$ cat src/rtl/data_array_port_arbiter.sv
// Port owner for a single-ported 256x64 data-array SRAM: zero-fills after reset, then
// arbitrates reads and writes (write priority, bounded read starvation) with 1-cycle read data.
module data_array_port_arbiter #(
    parameter int ADDR_W       = 8,
    parameter int DATA_W       = 64,
    parameter int STARVE_LIMIT = 4
) (
    input  logic              clock,
    input  logic              reset,
    input  logic              wr_valid,
    output logic              wr_ready,
    input  logic [ADDR_W-1:0] wr_addr,
    input  logic [DATA_W-1:0] wr_data,
    input  logic              rd_valid,
    output logic              rd_ready,
    input  logic [ADDR_W-1:0] rd_addr,
    output logic              rd_resp_valid,
    output logic [DATA_W-1:0] rd_resp_data,
    output logic              init_done,
    output logic [ADDR_W-1:0] mem_addr,
    output logic              mem_en,
    output logic              mem_wmode,
    output logic [DATA_W-1:0] mem_wdata,
    input  logic [DATA_W-1:0] mem_rdata
);

    localparam int DEPTH = 2 ** ADDR_W;
    localparam int CNT_W = $clog2(STARVE_LIMIT + 1);
    localparam logic [CNT_W-1:0]  LIMIT    = CNT_W'(STARVE_LIMIT);
    localparam logic [ADDR_W-1:0] LAST_ROW = ADDR_W'(DEPTH - 1);

    typedef enum logic {INIT, RUN} state_t;

    state_t            state, state_next;
    logic [ADDR_W-1:0] init_idx;
    logic [CNT_W-1:0]  starve_cnt;
    logic              starve;
    logic              wr_fire;
    logic              rd_fire;

    always_ff @(posedge clock or posedge reset) begin
        if (reset) begin
            state         <= INIT;
            init_idx      <= '0;
            init_done     <= 1'b0;
            starve_cnt    <= '0;
            rd_resp_valid <= 1'b0;
        end else begin
            state         <= state_next;
            rd_resp_valid <= rd_fire;
            if (state == INIT) begin
                init_idx <= init_idx + 1'b1;
                if (init_idx == LAST_ROW)
                    init_done <= 1'b1;
            end
            // Counts write grants that overtook a waiting read; any read grant or idle read clears it.
            if (state == RUN) begin
                if (rd_fire || !rd_valid)
                    starve_cnt <= '0;
                else if (wr_fire && !starve)
                    starve_cnt <= starve_cnt + 1'b1;
            end
        end
    end

    always_comb begin
        state_next = state;
        wr_ready   = 1'b0;
        rd_ready   = 1'b0;
        wr_fire    = 1'b0;
        rd_fire    = 1'b0;
        mem_en     = 1'b0;
        mem_wmode  = 1'b0;
        mem_addr   = '0;
        mem_wdata  = '0;
        starve     = (starve_cnt == LIMIT);
        // Macro is held quiet while reset is asserted so no stray write lands mid-reset.
        if (!reset) begin
            case (state)
                INIT: begin
                    mem_en    = 1'b1;
                    mem_wmode = 1'b1;
                    mem_addr  = init_idx;
                    if (init_idx == LAST_ROW)
                        state_next = RUN;
                end
                RUN: begin
                    wr_ready = !(rd_valid && starve);
                    rd_ready = !wr_valid || starve;
                    wr_fire  = wr_valid && wr_ready;
                    rd_fire  = rd_valid && rd_ready;
                    mem_en   = wr_fire || rd_fire;
                    if (wr_fire) begin
                        mem_wmode = 1'b1;
                        mem_addr  = wr_addr;
                        mem_wdata = wr_data;
                    end else if (rd_fire) begin
                        mem_addr  = rd_addr;
                    end
                end
                default: state_next = INIT;
            endcase
        end
    end

    assign rd_resp_data = rd_resp_valid ? mem_rdata : '0;

endmodule

$ cat config.mk
export PLATFORM = sky130hd
export DESIGN_NAME = data_array_port_arbiter
export DESIGN_NICKNAME = d
export VERILOG_FILES = /design/src/rtl/data_array_port_arbiter.sv
export SDC_FILE = /design/constraint.sdc
export NUM_CORES = 1
export LEC_CHECK = 0
export BUFFER_PORTS_ARGS = -buffer_cell sky130_fd_sc_hd__buf_2
export CORE_AREA = 2 2 112 114
export CTS_CLUSTER_DIAMETER = 60
export DETAILED_ROUTE_END_ITERATION = 16
export DIE_AREA = 0 0 114 116
export RECOVER_POWER = 50
export SLEW_MARGIN = 20
export SYNTH_ARGS = -nofsm -noshare
export SYNTH_HDL_FRONTEND = slang
export SYNTH_SLANG_ARGS = --single-unit
$ cat constraint.sdc
create_clock -name clock -period 2.3 [get_ports clock]
set_input_delay 0.23 -clock clock [delete_from_list [all_inputs] [get_ports clock]]
set_output_delay 0.23 -clock clock [all_outputs]
set_load 0.02 [all_outputs]
==> summary.txt <==
Floorplanning
  – Starting Density: approximately 15%
  – Die width: roughly 110 µm
  – Core Rows: 40
  – Io pins: 290
  – Chip Height: ~120 µm
  – Core area: 0.01191 mm²
  – Die area: ~0.013 mm²

STA
  – F_max: 0.4513 GHz
  – Setup TNS Final: 0 ps
  – Min Tclk post-route: about 2200 ps
  – RSZ-0062 raised after global routing: false
  – Final period utilization: 96.34%
  – Slew margin rel.: 38.43%
  – Final Max Tran Viols: 0
  – Count of final setup violators: 0
  – Worst Tran Pin Value: between 900 and 1000 ps
  – Max Clock Skew: about 3.7 ps
  – Final Hold Viols: 0
  – Final WS setup: 84.28 ps
  – Worst hold slack: about 410 ps

Layout
  – Commonest non-fill, non-tap cell in the layout: buf_2
  – Share of layout cells above drive strength 1: around 51%
  – Layout filler cell count: between 1k and 1.5k
  – Footprint of the multi-input gates: between 0.001 and 0.0015 mm²
  – Most frequent cells in the layout: buf_2 (247), and2_1 (118), clkbuf_1 (43), and2_0 (15), dfrtp_1 (14)
  – Post-route cell area: 0.003402 mm²
  – Reg area: about 350 µm²
  – Post-layout util: around 29%
  – Nets: roughly 670
  – Layout area overhead: 89.48%

Setup path
  – Setup Crit Path Kind: reg2out
  – FF-to-FF setup slack: between 800 and 900 ps
  – R2r startpoint: starve_cnt[0]$_DFFE_PP0P_
  – Crit path arrival time: 1990 ps
  – Reg2reg end: starve_cnt[2]$_DFFE_PP0P_
  – Crit end category: output pin
  – Worst-path maximum fanout: 7
  – Critical Path Source Type: flop
  – WP data required: around 2100 ps
  – R2R depth: 4

Routing
  – Vias per cell: approximately 4
  – Routed vias: between 2k and 3k
  – Routed WL: 10500 µm
  – Initial drt markers: roughly 120
  – Remaining antenna violation count: 0
  – Drt first pass iters: 4
  – Post-route DRC: 0
  – Wire per inst: roughly 16 µm

Worst hold path
  – Hold path endpoint: starve_cnt[2]$_DFFE_PP0P_
  – HP Class: in2reg
  – Worst hold stages: 3
  – Min-Delay Startpoint: rd_valid

Pwr
  – Pleak: slightly above 2 nW
  – Pwr Density: 226.7 mW/mm²
  – Max VDD drop: between 0.2 and 0.25 mV

Clocking
  – Max Buffers Root-to-Sink: 2
  – H-tree Lvls: 1
  – Root Buffer: clkbuf_16
  – Clock sink count: 14
  – CTS tree: yes
  – Clock Latency Late Sink: about 240 ps
  – Total CTS buffers: 3
  – Worst-path clk slew: roughly 50 ps
  – CTS Hold Bufs: 0

Place
  – Routability cong.: about 0.8
  – DP HPWL: approximately 8800 µm
  – Post-Place Setup Slack: 276.1 ps
  – # port buffers: between 200 and 300
  – Post-placement cell area: roughly 0.0034 mm²

Synthesis
  – Ranking of synthesized cells by area: and2_1 (46%), dfrtp_1 (20%), nand3_1 (3.6%), buf_6 (3.1%), clkbuf_1 (2.5%)
  – Synthesized area per cell: approximately 7.5 µm²
  – Cells after Synth: around 240
  – Area share of the largest cell type after synthesis: between 40% and 50%
  – Mapped cell area: about 0.0018 mm²
  – Syn_nets: 390
  – Distinct cells, synth: 30
  – Register bit total from synthesis: 14
  – YS warnings: 0
  – Cell taking the most area after synthesis: and2_1
  – Register area share after synthesis: 19.51%

Status
  – Status: finished, final reports clean

Global routing
  – First-pass GRT wire length: 14100 µm
  – Initial antenna violation count: 2
  – Total track usage: 13.77%
  – Vias in the first global route: around 2.4k
  – Pin count of the biggest net entering global routing: between 60 and 70
  – Gr ovfl total: 0

Run
  – MaxCap Viol Count: 0
## cells in the mapped netlist
| cell | instances |
|---|---|
| a21bo_2 | 1 |
| a21bo_4 | 1 |
| a21oi_1 | 2 |
| a221o_1 | 3 |
| a311oi_1 | 5 |
| and2_1 | 133 |
| and2b_1 | 1 |
| and3_1 | 1 |
| and3_4 | 2 |
| and4b_1 | 1 |
| buf_2 | 2 |
| buf_6 | 5 |
| clkbuf_1 | 12 |
| dfrtp_1 | 14 |
| ha_1 | 3 |
| inv_1 | 5 |
| mux2_2 | 1 |
| nand2_1 | 7 |
| nand2b_1 | 2 |
| nand3_1 | 13 |
| nand3_4 | 1 |
| nand4_1 | 2 |
| nand4b_1 | 1 |
| nor2_1 | 8 |
| o21ai_0 | 2 |
| o21bai_1 | 2 |
| o221ai_1 | 1 |
| or4b_2 | 1 |
| xnor2_1 | 5 |
| xor2_1 | 2 |
## power breakdown
group	internal, mW	switching, mW	total, mW
Combinational	0.0964	0.0646	0.161
Clock	0.263	0.0998	0.363
Sequential	0.247	0	0.247
Total	0.607	0.164	0.771
## worst max path at each step
stage                              start       endpoint  depth (start not counted)
6_report       starve_cnt[0]$_DFFE_PP0P_    mem_addr[3]                          6
4_1_cts        starve_cnt[0]$_DFFE_PP0P_  mem_wdata[54]                          7
3_5_place_dp   starve_cnt[0]$_DFFE_PP0P_  mem_wdata[54]                          7
2_1_floorplan  starve_cnt[0]$_DFFE_PP0P_    mem_addr[2]                          5
3_3_place_gp   starve_cnt[0]$_DFFE_PP0P_  mem_wdata[58]                          7
5_1_grt        starve_cnt[0]$_DFFE_PP0P_  mem_wdata[38]                          7
## cell type report
cell class | count | area share [%]
multi-input combinational | 202 | 38.87
clock buffer | 4 | 2.611
sequential | 14 | 10.30
inverter | 5 | 0.5517
timing repair buffer | 295 | 42.11
tap | 147 | 5.406
antenna | 2 | 0.1471
## state kept, by name, indices dropped and copies added (netlist names)
name	count
starve_cnt	3
state	1
rd_resp_valid	1
init_done	1
init_idx	8
## metrics by stage
stage	total power [mW]	std cells
2_1_floorplan	0.2817	239
5_1_grt	0.8079	669
3_5_place_dp	0.4113	662
3_3_place_gp	0.4124	662
6_report	0.7711	669
4_1_cts	0.7795	666
## critical path: stages (launching register included)
cell and delay (ps):
dfrtp_1 380, inv_1 60, ha_1 270, a21bo_4 270, and3_4 190, a221o_1 390, buf_2 180
## kinds of logic after synthesis
| kind of cell | synth area share [%] |
|---|---|
| fa+ha+maj | 2.091 |
| flops | 19.51 |
| compound gates | 8.014 |
| buf+inv | 7.247 |
| mux | 0.6271 |
| simple gates | 59.09 |
| xor+xnor | 3.415 |
## repair_timing
action / CTS / global route
buffers inserted: 0 / 0
gates resized for setup: 0 / 0
endpoints found under the setup margin: 0 / 35
## routing by layer
| metal | wire [µm] | part of all wire, % | vias to the layer above | track usage (%) |
|---|---|---|---|---|
| li1 | - | - | 1327 | - |
| met1 | 4554 | 43 | 1223 | 18.49 |
| met2 | 5144 | 49 | 134 | 23.73 |
| met3 | 744 | 7.1 | 4 | 2.197 |
| met4 | 55 | 0.52 | 0 | 2.195 |
| met5 | 0 | 0 | - | 0 |
No activity file was read; power rests on OpenSTA's default activity.
